### src/rtl/led_pwm_engine.sv
// Multi-channel LED PWM driver with a single pending config slot applied at period boundaries.
// Define LED_PWM_BREATHE_EN to build the hardware breathe ramp for mode 11.
module led_pwm_engine #(
  parameter int CHANNELS = 3,
  parameter int PWM_BITS = 8,
  parameter int DIV      = 188,
  localparam int CH_W    = (CHANNELS > 1) ? $clog2(CHANNELS) : 1,
  localparam int PS_W    = (DIV > 1) ? $clog2(DIV) : 1
) (
  input  logic                clk,
  input  logic                rst_n,
  input  logic                cfg_valid,
  output logic                cfg_ready,
  input  logic [CH_W-1:0]     cfg_ch,
  input  logic [1:0]          cfg_mode,
  input  logic [PWM_BITS-1:0] cfg_duty,
  output logic [CHANNELS-1:0] led,
  output logic                period_strobe
);

  typedef enum logic [1:0] {
    MODE_OFF     = 2'b00,
    MODE_ON      = 2'b01,
    MODE_PWM     = 2'b10,
    MODE_BREATHE = 2'b11
  } mode_e;

  localparam logic [PWM_BITS-1:0] LEVEL_MAX = '1;
  localparam logic [PS_W-1:0]     PS_LAST   = PS_W'(DIV - 1);

  logic [PS_W-1:0]     prescaler;
  logic [PWM_BITS-1:0] pwm_cnt;
  logic                tick;
  logic                boundary;

  logic                slot_full;
  logic [CH_W-1:0]     slot_ch;
  mode_e               slot_mode;
  logic [PWM_BITS-1:0] slot_duty;

  mode_e               mode  [CHANNELS];
  logic [PWM_BITS-1:0] level [CHANNELS];
  logic [CHANNELS-1:0] load_hit;
  logic [CHANNELS-1:0] led_next;

  assign tick      = (prescaler == PS_LAST);
  assign boundary  = tick && (pwm_cnt == LEVEL_MAX);
  assign cfg_ready = !slot_full;

  always_ff @(posedge clk or negedge rst_n) begin
    if (!rst_n) begin
      prescaler     <= '0;
      pwm_cnt       <= '0;
      period_strobe <= 1'b0;
    end else begin
      prescaler     <= tick ? '0 : prescaler + 1'b1;
      if (tick) pwm_cnt <= pwm_cnt + 1'b1;
      period_strobe <= boundary;
    end
  end

  // A transfer needs an empty slot, so it can never collide with the boundary drain.
  always_ff @(posedge clk or negedge rst_n) begin
    if (!rst_n) begin
      slot_full <= 1'b0;
      slot_ch   <= '0;
      slot_mode <= MODE_OFF;
      slot_duty <= '0;
    end else if (cfg_valid && cfg_ready) begin
      slot_full <= 1'b1;
      slot_ch   <= cfg_ch;
      slot_mode <= mode_e'(cfg_mode);
      slot_duty <= cfg_duty;
    end else if (boundary) begin
      slot_full <= 1'b0;
    end
  end

  // An out-of-range slot_ch matches no channel and is simply drained.
  always_comb begin
    load_hit = '0;
    for (int i = 0; i < CHANNELS; i++)
      load_hit[i] = boundary && slot_full && (slot_ch == CH_W'(i));
  end

`ifdef LED_PWM_BREATHE_EN
  logic [CHANNELS-1:0] dir;
  logic [PWM_BITS-1:0] ramp_level [CHANNELS];

  always_comb begin
    for (int i = 0; i < CHANNELS; i++)
      ramp_level[i] = dir[i] ? level[i] + 1'b1 : level[i] - 1'b1;
  end

  // Direction reverses as the ramp reaches either end, so the level never wraps.
  always_ff @(posedge clk or negedge rst_n) begin
    if (!rst_n) begin
      dir <= '1;
    end else begin
      for (int i = 0; i < CHANNELS; i++) begin
        if (load_hit[i]) begin
          dir[i] <= (slot_duty != LEVEL_MAX);
        end else if (boundary && mode[i] == MODE_BREATHE) begin
          if (dir[i] && ramp_level[i] == LEVEL_MAX) dir[i] <= 1'b0;
          else if (!dir[i] && ramp_level[i] == '0) dir[i] <= 1'b1;
        end
      end
    end
  end
`endif

  always_ff @(posedge clk or negedge rst_n) begin
    if (!rst_n) begin
      for (int i = 0; i < CHANNELS; i++) begin
        mode[i]  <= MODE_OFF;
        level[i] <= '0;
      end
    end else begin
      for (int i = 0; i < CHANNELS; i++) begin
        if (load_hit[i]) begin
          mode[i]  <= slot_mode;
          level[i] <= slot_duty;
        end
`ifdef LED_PWM_BREATHE_EN
        else if (boundary && mode[i] == MODE_BREATHE) begin
          level[i] <= ramp_level[i];
        end
`endif
      end
    end
  end

  // Without the breathe build, mode 11 falls into the PWM compare path.
  always_comb begin
    led_next = '0;
    for (int i = 0; i < CHANNELS; i++) begin
      case (mode[i])
        MODE_OFF: led_next[i] = 1'b0;
        MODE_ON:  led_next[i] = 1'b1;
        default:  led_next[i] = (pwm_cnt < level[i]);
      endcase
    end
  end

  always_ff @(posedge clk or negedge rst_n) begin
    if (!rst_n) led <= '0;
    else        led <= led_next;
  end

endmodule

### config.mk
export PLATFORM = sky130hd
export DESIGN_NAME = led_pwm_engine
export DESIGN_NICKNAME = d
export VERILOG_FILES = /design/src/rtl/led_pwm_engine.sv
export SDC_FILE = /design/constraint.sdc
export NUM_CORES = 1
export LEC_CHECK = 0
export ABC_AREA = 1
export BUFFER_PORTS_ARGS = -buffer_cell sky130_fd_sc_hd__buf_2
export CORE_MARGIN = 2
export CORE_UTILIZATION = 30
export DETAILED_ROUTE_END_ITERATION = 6
export RECOVER_POWER = 100
export SETUP_SLACK_MARGIN = 0.2
export SLEW_MARGIN = 0
export SYNTH_ARGS = -nofsm -noshare
export SYNTH_HDL_FRONTEND = slang
export SYNTH_SLANG_ARGS = --single-unit
### constraint.sdc
create_clock -name clk -period 2.1 [get_ports clk]
set_clock_uncertainty 0.15 [all_clocks]
set_input_delay 0.105 -clock clk [delete_from_list [all_inputs] [get_ports clk]]
set_output_delay 0.105 -clock clk [all_outputs]
set_load 0.005 [all_outputs]
* Yosys cells after proc, flatten, opt, wreduce, memory -nomap -nowiden
Cells that the tools add are included.
** Operators by class
- $add $sub $neg :: 2
- Multipliers :: 0
- Div/mod/pow operators :: 0
- Magnitude comparators :: 3
- Equal/unequal tests :: 7
- Shifts and indexed selects :: 0
- Muxes and demuxes :: 6
- Bitwise logic cells :: 0
- Reduce and logical (&&, ||, !) cells :: 12
** Operators by type and width (count)
- < comparator 8 bit :: 3
- adder 8 x 1 -> 8 bit, second input constant :: 2
- == test 8 bit, second input constant :: 2
- == test 2 x 1 -> 1 bit, second input constant :: 4
- zero test 2 bit :: 4
- two-way mux 8 bit :: 1
- logical AND 1 bit :: 6
- one-hot mux 1 bit (2 select lines) :: 3
- == test 2 bit, second input constant :: 1
- two-way mux 1 bit :: 2
- nonzero test 2 bit :: 1
- zero test 1 bit :: 1
** Word-level totals
- Register bits after elaboration :: 63
- Latch bits :: 0
- Memory bits (writable) :: 0
- ROM bits :: 0
- Input bits :: 15
- Output and inout bits :: 5
- Logic and storage cells :: 44
- Memories :: 0

* Depth between registers and ports, before layout
Gate-level depths: netlist of run 1.
- Depth after elaboration :: 4
- Depth in mapped cells :: 9
- Gate-level depth less buffers :: 9

* Least setup slack after synthesis of run 1
OpenSTA, ideal clock, no wires.
- Path type :: reg2reg
- Start :: register pwm_cnt[1]
- End :: register level[0] in the netlist's numbering
- Setup time :: 117 ps
- Arrival :: 1321 ps
- Required time :: 1833 ps
- Setup slack :: 512 ps
- Cell stages (with the launch flop) :: 9
- Buffers on the path :: 0
- Clock period less this slack :: 1588 ps
- Cell sequence :: dfrtp_1 ha_1 inv_1 nor2_2 nand2_2 nor2_8 nand3_4 nand2_1 nand2_1
** Between the ends
- Word-level cells in the longest chain between the ends :: 4
** Ends and longest elaborated chain
- from (decl) :: RTL line 32 : logic [PWM_BITS-1:0] pwm_cnt;
- from (signal assigned) :: RTL line 57 : if (tick) pwm_cnt <= pwm_cnt + 1'b1;
- == test 8 bit :: RTL line 47 : assign boundary = tick && (pwm_cnt == LEVEL_MAX);
- logical AND 1 bit :: RTL line 47
- logical AND 1 bit (2 in series) :: RTL line 83 : load_hit[i] = boundary && slot_full && (slot_ch == CH_W'(i));
- to (signal, indexed assignment) :: RTL line 122 : level[i] <= slot_duty;
- to (decl) :: RTL line 42 : logic [PWM_BITS-1:0] level [CHANNELS];
No other way between the ends.
A chain may end at the register's enable or synchronous reset.

* Final worst setup path of run 1
- Start :: register prescaler[0]
- End :: register level[14] in the netlist's numbering
** Between the ends
- Word-level cells in the longest chain between the ends :: 4
** Ends and longest elaborated chain
- from (decl) :: RTL line 31 : logic [PS_W-1:0] prescaler;
- from (signal assigned) :: RTL line 56 : prescaler <= tick ? '0 : prescaler + 1'b1;
- == test 8 bit :: RTL line 46 : assign tick = (prescaler == PS_LAST);
- logical AND 1 bit :: RTL line 47
- logical AND 1 bit (2 in series) :: RTL line 83
No other way between the ends.

==> results of run 1 <==
==> where the power goes <==
part           total [mW]  internal, mW  switching [mW]
Combinational      0.0549        0.0258          0.0291
Clock               0.842         0.411           0.430
Sequential           1.21          1.21               0
Total                2.11          1.65           0.459
==> synth_stat cells, types with 4 or more instances <==
library cell,number,area share (%)
mux2_2,10,3.4
xor2_1,5,1.3
nand2_1,125,14
ha_1,23,8.6
nor2_1,27,3.0
dfrtp_1,63,47
nand4_1,33,6.2
a21oi_1,7,1.0
inv_1,49,5.5
nand3_1,8,1.2
o21ai_0,4,0.60
buf_2,4,0.60
==> worst max-delay path: stages, from the launching register on <==
cell and delay, ns:
dfrtp_1 0.37, ha_1 0.23, nand2_1 0.07, nor2_1 0.17, nand2_4 0.15, nor2_8 0.20
nand3_2 0.21, nand2_1 0.12, nand2_1 0.05
==> cell usage in the layout, fill, tap and decap left out, types with 2 or more instances in the layout <==
cell	Yosys	layout
a21oi_1	7	7
and3_1	3	3
buf_2	4	16
buf_4	2	14
clkbuf_1	0	8
clkbuf_8	0	9
clkinv_2	0	2
dfrtp_1	63	62
dlygate4sd3_1	0	13
ha_1	23	23
inv_1	49	49
mux2_2	10	10
nand2_1	125	126
nand2_4	1	2
nand3_1	8	8
nand3_4	3	2
nand4_1	33	33
nor2_1	27	28
nor2_2	3	2
nor2_4	0	2
o21ai_0	4	4
xnor2_1	3	3
xor2_1	5	5
==> final timing paths <==
path | slack [ns] | end | from
max reg2reg | 0.26 | level[14] | prescaler[0]
min reg2reg | 0.31 | prescaler[0] | prescaler[0]
max in group asynchronous | 0.79 | pwm_cnt[1] | rst_n
min | 0.24 | slot_full | cfg_valid
max | 0.26 | level[14] | prescaler[0]
min in group asynchronous | 0.36 | prescaler[0] | rst_n
==> stage by stage <==
stage                     hold slack (ns)  std cells
after floorplan                    -0.341        384
after CTS                          0.0796        573
after detailed placement         -0.00114        545
final                               0.240        577
after global placement           -0.00514        545
after global routing                0.327        577
==> metal layers <==
layer	wire length, µm	part of all wire, %	vias to the layer above
met5	0	0	-
li1	-	-	1335
met2	3220	46	63
met1	3290	47	1214
met4	82	1.2	0
met3	374	5.4	8
==> area by class of cell <==
cell class,count,area [µm²],area share [%]
clock buffers,12,135,3.44
well taps,140,175,4.46
clock inverters,2,10.0,0.255
multi-input cells,262,1500,38.3
repair buffers,49,342,8.70
inverters,49,184,4.68
flip-flops and latches,63,1580,40.2
==> cells by family (layout without fill, tap and decap cells) <==
logic type                 after synthesis  in the layout  share of synthesized area [%]
buffers and inverters                   61            112                           8.55
AOI/OAI and AO/OA                       11             11                           1.64
adders and majority gates               23             23                           8.59
DFF                                     63             63                           47.0
muxes                                   10             10                           3.36
xor gates and xnor gates                 8              8                           2.09
and+or+nand+nor                        208            210                           28.7
==> registers in the layout, summed over array words and instances (netlist names) <==
register	count
period_strobe	1
slot_duty	8
slot_ch	2
pwm_cnt	8
led	3
slot_mode	2
level	24
prescaler	8
slot_full	1
mode	6
==> what timing repair did <==
| action | CTS | global route |
|---|---|---|
| hold buffers | 13 | 0 |
| buffers inserted | 0 | 3 |
| setup endpoints to repair | 31 | 31 |
| gates resized for setup | 0 | 3 |
| gates cloned | 1 | 1 |
| hold endpoints to repair | 75 | 0 |
| pin swaps | 1 | 1 |
==> flow_metrics.py, run 1 <==
metrics = {
    "synth": {
        "synth_cell_types": 23,
        "async_reset_ff_share_pct": 100,
        "avgSynthCellArea_um2": 8.73,
        "synth_flop_cell": "dfrtp_1",
        "ys_seq_area_share_pct": 47.1,
        "synth_edf_count": 0,
        "syn_area_um2": 3350,
        "syn-instance-count": 384,
        "yosys_register_bits": 63,
        "ys_warn_count": 0,
        "synth_nets": 422,
    },
    "timing": {
        "tightest_slew_ns": 0.888,
        "finalSetupViolCount": 0,
        "final_max_slew_viol_count": 0,
        "hold_violations": 0,
        "setup_ws_ns": 0.257,
        "clock.fmax_mhz": 542,
        "slew_headroom_pct": 40.8,
        "min_period_ns": 1.84,
        "rsz0062_at_grt": "no",
        "fin_setup_tns_ns": 0,
        "fin_crit_sh_pct": 87.8,
    },
    "cells_and_area": {
        "drive_above_1_share_pct": 14.6,
        "num-fill-cells": 1121,
        "nets": 472,
        "n_antenna_cell": 0,
        "utilization_pct": 36.1,
        "design_area_um2": 3930,
        "areaGrowthSynthToFinish_pct": 17.2,
    },
    "global_route": {
        "grtUsageTotal_pct": 12.9,
        "grt-ovfl-total": 0,
        "busiest_layer": "met2",
        "grt_max_degree": 64,
        "use_met1_pct": 17.4,
        "grt_pass1_wl_um": 11800,
        "grt_util_met3_pct": 4.15,
        "antenna_found_initial": 0,
        "grt_util_met2_pct": 19.8,
        "grt_pass1_vias": 2471,
    },
    "critical_path": {
        "cp_max_fo": 10,
        "path_class": "register to register",
        "crit_path_end_kind": "register",
        "worst_ep_arrival_time_ns": 1.93,
        "r2r_cells": 8,
        "cp.required_ns": 2.19,
        "critPathLaunchType": "register",
    },
    "placed_design": {
        "dpl.hpwl_um": 4860,
        "gp_congestion": 0.798,
        "dp_slack_ns": 0.178,
        "placed_area_um2": 3640,
        "io_buffer_count": 19,
    },
    "drt": {
        "ant_nets": 0,
        "dr.pass1.iters": 4,
        "vias": 2620,
        "totalWireLength_um": 6960,
        "drc": 0,
        "routedWlPerCell_um": 12.1,
        "viasPerCell": 4.54,
        "drt_iter0_drc": 138,
    },
    "clock_network": {
        "clkSinkCount": 63,
        "clk_path_buf_depth": 2,
        "clk_pin_slew_ns": 0.06,
        "cts_tree": "yes",
        "clk_latency_ns": 0.35,
        "cts_buffers": 9,
        "cts-root-buf": "clkbuf_8",
        "cts_max_level": 3,
    },
    "power": {
        "p_per_area_nw_per_um2": 538,
        "fin_total_pwr_mw": 2.11,
        "p_leak_nw": 2.10,
        "vdd_drop_max_uv": 466,
    },
    "floorplanning": {
        "die-width_um": 110,
        "die_height_um": 110,
        "ioPinCount": 20,
        "initial_core_util_pct": 30.8,
        "die_area_um2": 12000,
        "core_um2": 10900,
        "rows": 38,
    },
    "hold_path": {
        "holdPathStages": 3,
        "hold_path.class": "primary input to register",
    },
    "outcome": {
        "status": "finished clean",
    },
    "run": {
        "maxCapViolCount": 0,
    },
}
(Power assumes the default switching activity.)
==> run 2, diff against run 1 <==
- BUFFER_PORTS_ARGS: -buffer_cell sky130_fd_sc_hd__buf_2 -> -buffer_cell sky130_fd_sc_hd__clkbuf_2
- CTS_CLUSTER_DIAMETER: default -> 30
- REMOVE_ABC_BUFFERS: default -> 1
==> run 2 against run 1 <==
  * Combinational power rose by 7.1%
  * Sequential share of layout area shrank 0.75 points
  * Register-to-register slack about the same
  * Power increased by 12%
  * Non-clock buffer count unchanged
  * Highest routed layer unchanged
  * Worst hold slack worse by 0.027 ns
  * Count of clock-buffer cells in the layout is 3 lower
  * Setup slack worse by 0.0050 ns
==> flow_metrics.py, run 2 (synthesized netlist as in run 1, its figures left out) <==
metrics = {
    "cells_and_area": {
        "drive_above_1_share_pct": 15.3,
        "nets": 472,
        "layout_common_cells": "nand2_1 (126), dfrtp_1 (63), inv_1 (48), nand4_1 (33), nor2_1 (28)",
        "areaGrowthSynthToFinish_pct": 19.3,
        "final_common_cell": "nand2_1",
        "n_antenna_cell": 0,
        "largest_register_ffs": 24,
        "regMostFlops": "level",
        "num-fill-cells": 1088,
    },
    "clock_network": {
        "clk_pin_slew_ns": 0.07,
        "cts_max_level": 3,
        "cts_buffers": 9,
        "cts-root-buf": "clkbuf_8",
        "clk_latency_ns": 0.35,
        "cts_tree": "yes",
        "clkSinkCount": 63,
        "clk_path_buf_depth": 2,
    },
    "timing": {
        "tightest_slew_ns": 1.14,
        "rsz0062_at_grt": "no",
        "finalSetupViolCount": 0,
        "hold_violations": 0,
        "fin_setup_tns_ns": 0,
        "fin_crit_sh_pct": 88.0,
        "setup_ws_ns": 0.252,
        "min_period_ns": 1.85,
        "final_max_slew_viol_count": 0,
        "slew_headroom_pct": 24.0,
        "clock.fmax_mhz": 541,
    },
    "global_route": {
        "grt-ovfl-total": 0,
        "grt_pass1_vias": 2557,
        "grtUsageTotal_pct": 13.4,
        "grt_pass1_wl_um": 12200,
        "antenna_found_initial": 0,
        "grt_max_degree": 34,
    },
    "critical_path": {
        "cp_slowest_cell": "dfrtp_1",
        "r2r_slack_ns": 0.25,
        "critPathLaunchType": "register",
        "worst_ep_arrival_time_ns": 1.93,
        "cp_max_fo": 7,
        "reg2reg_from": "prescaler[0]",
        "path_cells": "ha_1, nand2_1, nor2_1, nand2_4, clkbuf_1, nor2_1, xor2_1",
        "crit_family": "simple AND/OR/NAND/NOR gates",
        "r2r_cells": 7,
        "crit_path_end_kind": "register",
        "path_buf_inv": 1,
        "path_class": "register to register",
        "max_stage_delay_ns": 0.40,
        "cp.required_ns": 2.18,
        "cpMostUsedCell": "nor2_1",
        "worstReg2RegEnd": "pwm_cnt[6]",
    },
    "drt": {
        "viasPerCell": 4.51,
        "totalWireLength_um": 7070,
        "ant_nets": 0,
        "dr.pass1.iters": 4,
        "routedWlPerCell_um": 12.2,
        "drc": 0,
        "drt_iter0_drc": 122,
        "vias": 2612,
    },
    "hold_path": {
        "holdCritStartpoint": "cfg_valid",
        "min_to": "slot_full",
        "hold_path.class": "primary input to register",
        "holdPathStages": 3,
    },
    "power": {
        "p_per_area_nw_per_um2": 589,
        "vdd_drop_max_uv": 320,
        "p_leak_nw": 2.10,
    },
    "floorplanning": {
        "initial_core_util_pct": 30.8,
        "rows": 38,
        "die_height_um": 110,
        "ioPinCount": 20,
        "die_area_um2": 12000,
        "core_um2": 10900,
        "die-width_um": 110,
    },
    "placed_design": {
        "dp_slack_ns": 0.206,
        "gp_congestion": 0.791,
        "dpl.hpwl_um": 5070,
        "io_buffer_count": 19,
    },
    "run": {
        "maxCapViolCount": 0,
    },
    "outcome": {
        "status": "finished clean",
    },
}
run 2: per-layer routing:
metal | global-route usage [%] | vias to the layer above | wire [µm]
met2 | 21.0 | 48 | 3340
met1 | 17.7 | 1227 | 3360
met3 | 4.15 | 6 | 280
met5 | 0 | - | 0
met4 | 4.43 | 0 | 92
li1 | - | 1331 | -
run 2: power breakdown:
part           internal [mW]  switching (mW)  leakage, nW
Clock                  0.559           0.526       0.0964
Sequential              1.21               0        0.850
Combinational         0.0290          0.0298         1.15
Total                   1.80           0.556         2.10
run 2: metrics by stage:
stage	total power, mW	std cells	utilization, %	instance area [µm²]	hold WS [ns]
2_1_floorplan	1.24	372	-	3250	-0.341
3_3_place_gp	1.28	546	33.5	3640	-0.0292
3_5_place_dp	1.28	546	33.5	3640	-0.0351
4_1_cts	2.40	576	36.6	3990	0.0432
5_1_grt	2.46	579	36.7	4000	0.286
6_report	2.36	579	36.7	4000	0.213
run 2: tightest hold or removal path, delay by kind of cell:
| family | cells | cell delay (ns) |
|---|---|---|
| simple gates | 1 | 0.30 |
| compound gates | 1 | 0.18 |
| buf+inv | 1 | 0.08 |
run 2: final cells by class:
class                   instances  area, µm²  share of cell area, %
repair buffers                 49        349                   8.73
clock inverters                 7       80.1                   2.00
flip-flops and latches         63       1580                   39.4
multi-input cells             262       1510                   37.7
inverters                      49        188                   4.69
well taps                     140        175                   4.38
clock buffers                   9        124                   3.10
run 2: worst max path at each step:
stage,start,end,slack [ns],cells past startpoint
after floorplan,slot_full,slot_duty[0],0.10,3
after global placement,prescaler[0],level[17],0.27,8
after detailed placement,prescaler[0],level[18],0.21,8
after CTS,prescaler[0],level[9],0.23,8
after global routing,prescaler[0],level[9],0.10,8
final,prescaler[0],pwm_cnt[6],0.25,7
run 2: what timing repair did:
action | 4_1_cts | 5_1_grt
cloned | 1 | 1
pin swaps | 1 | 1
hold buffers | 13 | 0
hold endpoints to repair | 62 | 0
gates resized for setup | 0 | 2
setup buffers | 0 | 2
endpoints found under the setup margin | 4 | 33
==> run 3, diff against run 2 <==
- CELL_PAD_IN_SITES_DETAIL_PLACEMENT: default -> 0
- CELL_PAD_IN_SITES_GLOBAL_PLACEMENT: default -> 1
- PLACE_DENSITY_LB_ADDON: default -> 0.1
==> run 3 against run 2 <==
  * Power increased by 17%
  * Cell area increased by 1.7%
  * Worst hold slack improved by 0.028 ns
  * Sequential power about the same
  * Flip-flop and latch count unchanged
  * Combinational power increased by 2%
  * Fmax decreased by 0.14%
  * Count of clock-buffer cells in the layout increased by 2
  * Utilization increased by 0.62 points
  * Global-route usage about the same
  * Setup slack got worse by 0.0025 ns
  * Critical path type unchanged
==> flow_metrics.py, run 3 (synthesized netlist as in run 1, its figures left out) <==
metrics = {
    "clock_network": {
        "cts_buffers": 9,
        "cts_max_level": 3,
        "cts_tree": "yes",
        "cts-root-buf": "clkbuf_8",
        "clk_latency_ns": 0.35,
        "clk_path_buf_depth": 2,
        "clk_pin_slew_ns": 0.08,
        "clkSinkCount": 63,
    },
    "cells_and_area": {
        "ff_latch_area_um2": 1580,
        "nets": 472,
        "regMostFlops": "level",
        "layout_common_cells": "nand2_1 (126), dfrtp_1 (62), inv_1 (49), nand4_1 (33), nor2_1 (27)",
        "num-fill-cells": 1162,
        "final_common_cell": "nand2_1",
        "multi_input_area_um2": 1470,
        "areaGrowthSynthToFinish_pct": 21.3,
        "largest_register_ffs": 24,
        "drive_above_1_share_pct": 15.7,
        "utilization_pct": 37.3,
        "n_antenna_cell": 0,
    },
    "timing": {
        "tightest_slew_ns": 1.14,
        "fin_setup_tns_ns": 0,
        "finalSetupViolCount": 0,
        "slew_headroom_pct": 24.1,
        "fin_crit_sh_pct": 88.1,
        "rsz0062_at_grt": "yes",
        "hold_violations": 0,
        "final_max_slew_viol_count": 0,
        "min_period_ns": 1.85,
        "clock.fmax_mhz": 540,
    },
    "floorplanning": {
        "die_area_um2": 12000,
        "rows": 38,
        "die-width_um": 110,
        "initial_core_util_pct": 30.8,
        "core_um2": 10900,
        "ioPinCount": 20,
        "die_height_um": 110,
    },
    "critical_path": {
        "crit_family": "simple AND/OR/NAND/NOR gates",
        "cpMostUsedCell": "nand2_1",
        "max_stage_delay_ns": 0.37,
        "path_class": "register to register",
        "path_cells": "ha_1, nand2_1, nor2_2, nand2_4, nor2_8, nand3_2, nand2_1, nand2_1",
        "worst_ep_arrival_time_ns": 1.94,
        "cp_max_fo": 11,
        "crit_path_end_kind": "register",
        "cp_slowest_cell": "dfrtp_1",
        "critPathLaunchType": "register",
        "cp.required_ns": 2.19,
        "path_buf_inv": 0,
    },
    "power": {
        "p_leak_nw": 2.16,
        "p_per_area_nw_per_um2": 678,
        "vdd_drop_max_uv": 224,
    },
    "global_route": {
        "grt_pass1_wl_um": 12000,
        "grt_pass1_vias": 2379,
        "antenna_found_initial": 0,
        "grtUsageTotal_pct": 13.5,
        "grt-ovfl-total": 0,
        "grt_max_degree": 34,
    },
    "outcome": {
        "status": "finished clean",
    },
    "run": {
        "maxCapViolCount": 0,
    },
    "drt": {
        "ant_nets": 0,
        "drc": 0,
        "vias": 2493,
        "totalWireLength_um": 7290,
        "routedWlPerCell_um": 12.6,
        "viasPerCell": 4.31,
        "dr.pass1.iters": 4,
        "drt_iter0_drc": 113,
    },
    "placed_design": {
        "dpl.hpwl_um": 5430,
        "gp_congestion": 0.730,
        "io_buffer_count": 19,
    },
    "hold_path": {
        "hold_path.class": "primary input to register",
    },
}
## run 3: cell types whose count changed in the layout (fill, tap and decap cells not counted), sizes merged
cell      delta
clkinv       -2
clkinvlp     -2
inv          -1
bufinv       +3
nor2         -1
buf          +3
## run 3: where the power goes
group | internal [mW] | switching, mW | total (mW)
clock network | 0.974 | 0.510 | 1.48
logic | 0.0295 | 0.0303 | 0.0598
registers | 1.21 | 0 | 1.21
## run 3: layout make-up
| cell class | instances | area share (%) |
|---|---|---|
| timing repair buffer | 50 | 9.23 |
| inverter | 49 | 4.52 |
| sequential | 63 | 38.8 |
| tap | 140 | 4.31 |
| clock inverter | 5 | 3.14 |
| clock buffer | 11 | 3.72 |
| multi-input combinational | 261 | 36.3 |
## run 3: worst paths after layout
check	start	endpoint	slack, ns	depth (start not counted)
worst min register to register	prescaler[0]	prescaler[0]	0.31	1
worst min-delay path	cfg_valid	slot_full	0.24	3
max in group asynchronous	rst_n	level[1]	0.57	3
worst max-delay path	prescaler[0]	level[22]	0.25	8
worst max register to register	prescaler[0]	level[22]	0.25	8
min in group asynchronous	rst_n	slot_duty[2]	0.35	2
## run 3: worst min-delay path, cell delays in order
cell      delay [ns]
clkbuf_2        0.08
nand2_1         0.33
o21ai_0         0.18
## run 3: metal layers
layer | up-vias | track usage, % | wire length (µm)
met3 | 6 | 3.20 | 192
met1 | 1125 | 18.4 | 3780
met2 | 28 | 20.5 | 3220
li1 | 1334 | - | -
met4 | 0 | 5.42 | 96
met5 | - | 0 | 0
## run 3: what timing repair did
| item | CTS | global route |
|---|---|---|
| cloned | 0 | 1 |
| endpoints found under the hold margin | 56 | 0 |
| resized for setup | 1 | 1 |
| pin swaps | 0 | 2 |
| setup buffers | 0 | 4 |
| endpoints found under the setup margin | 30 | 30 |
| hold buffers | 13 | 0 |
## run 3: per-stage QoR
step	instance area, µm²	setup WS [ns]	cells	total power, mW	hold slack [ns]
after floorplan	3250	0.103	372	1.24	-0.341
after global placement	3650	0.198	545	1.28	-0.0547
after detailed placement	3650	0.166	545	1.28	-0.0585
after CTS	4060	0.254	574	2.79	0.0708
after global routing	4070	0.127	579	2.85	0.324
final	4070	0.249	579	2.76	0.241
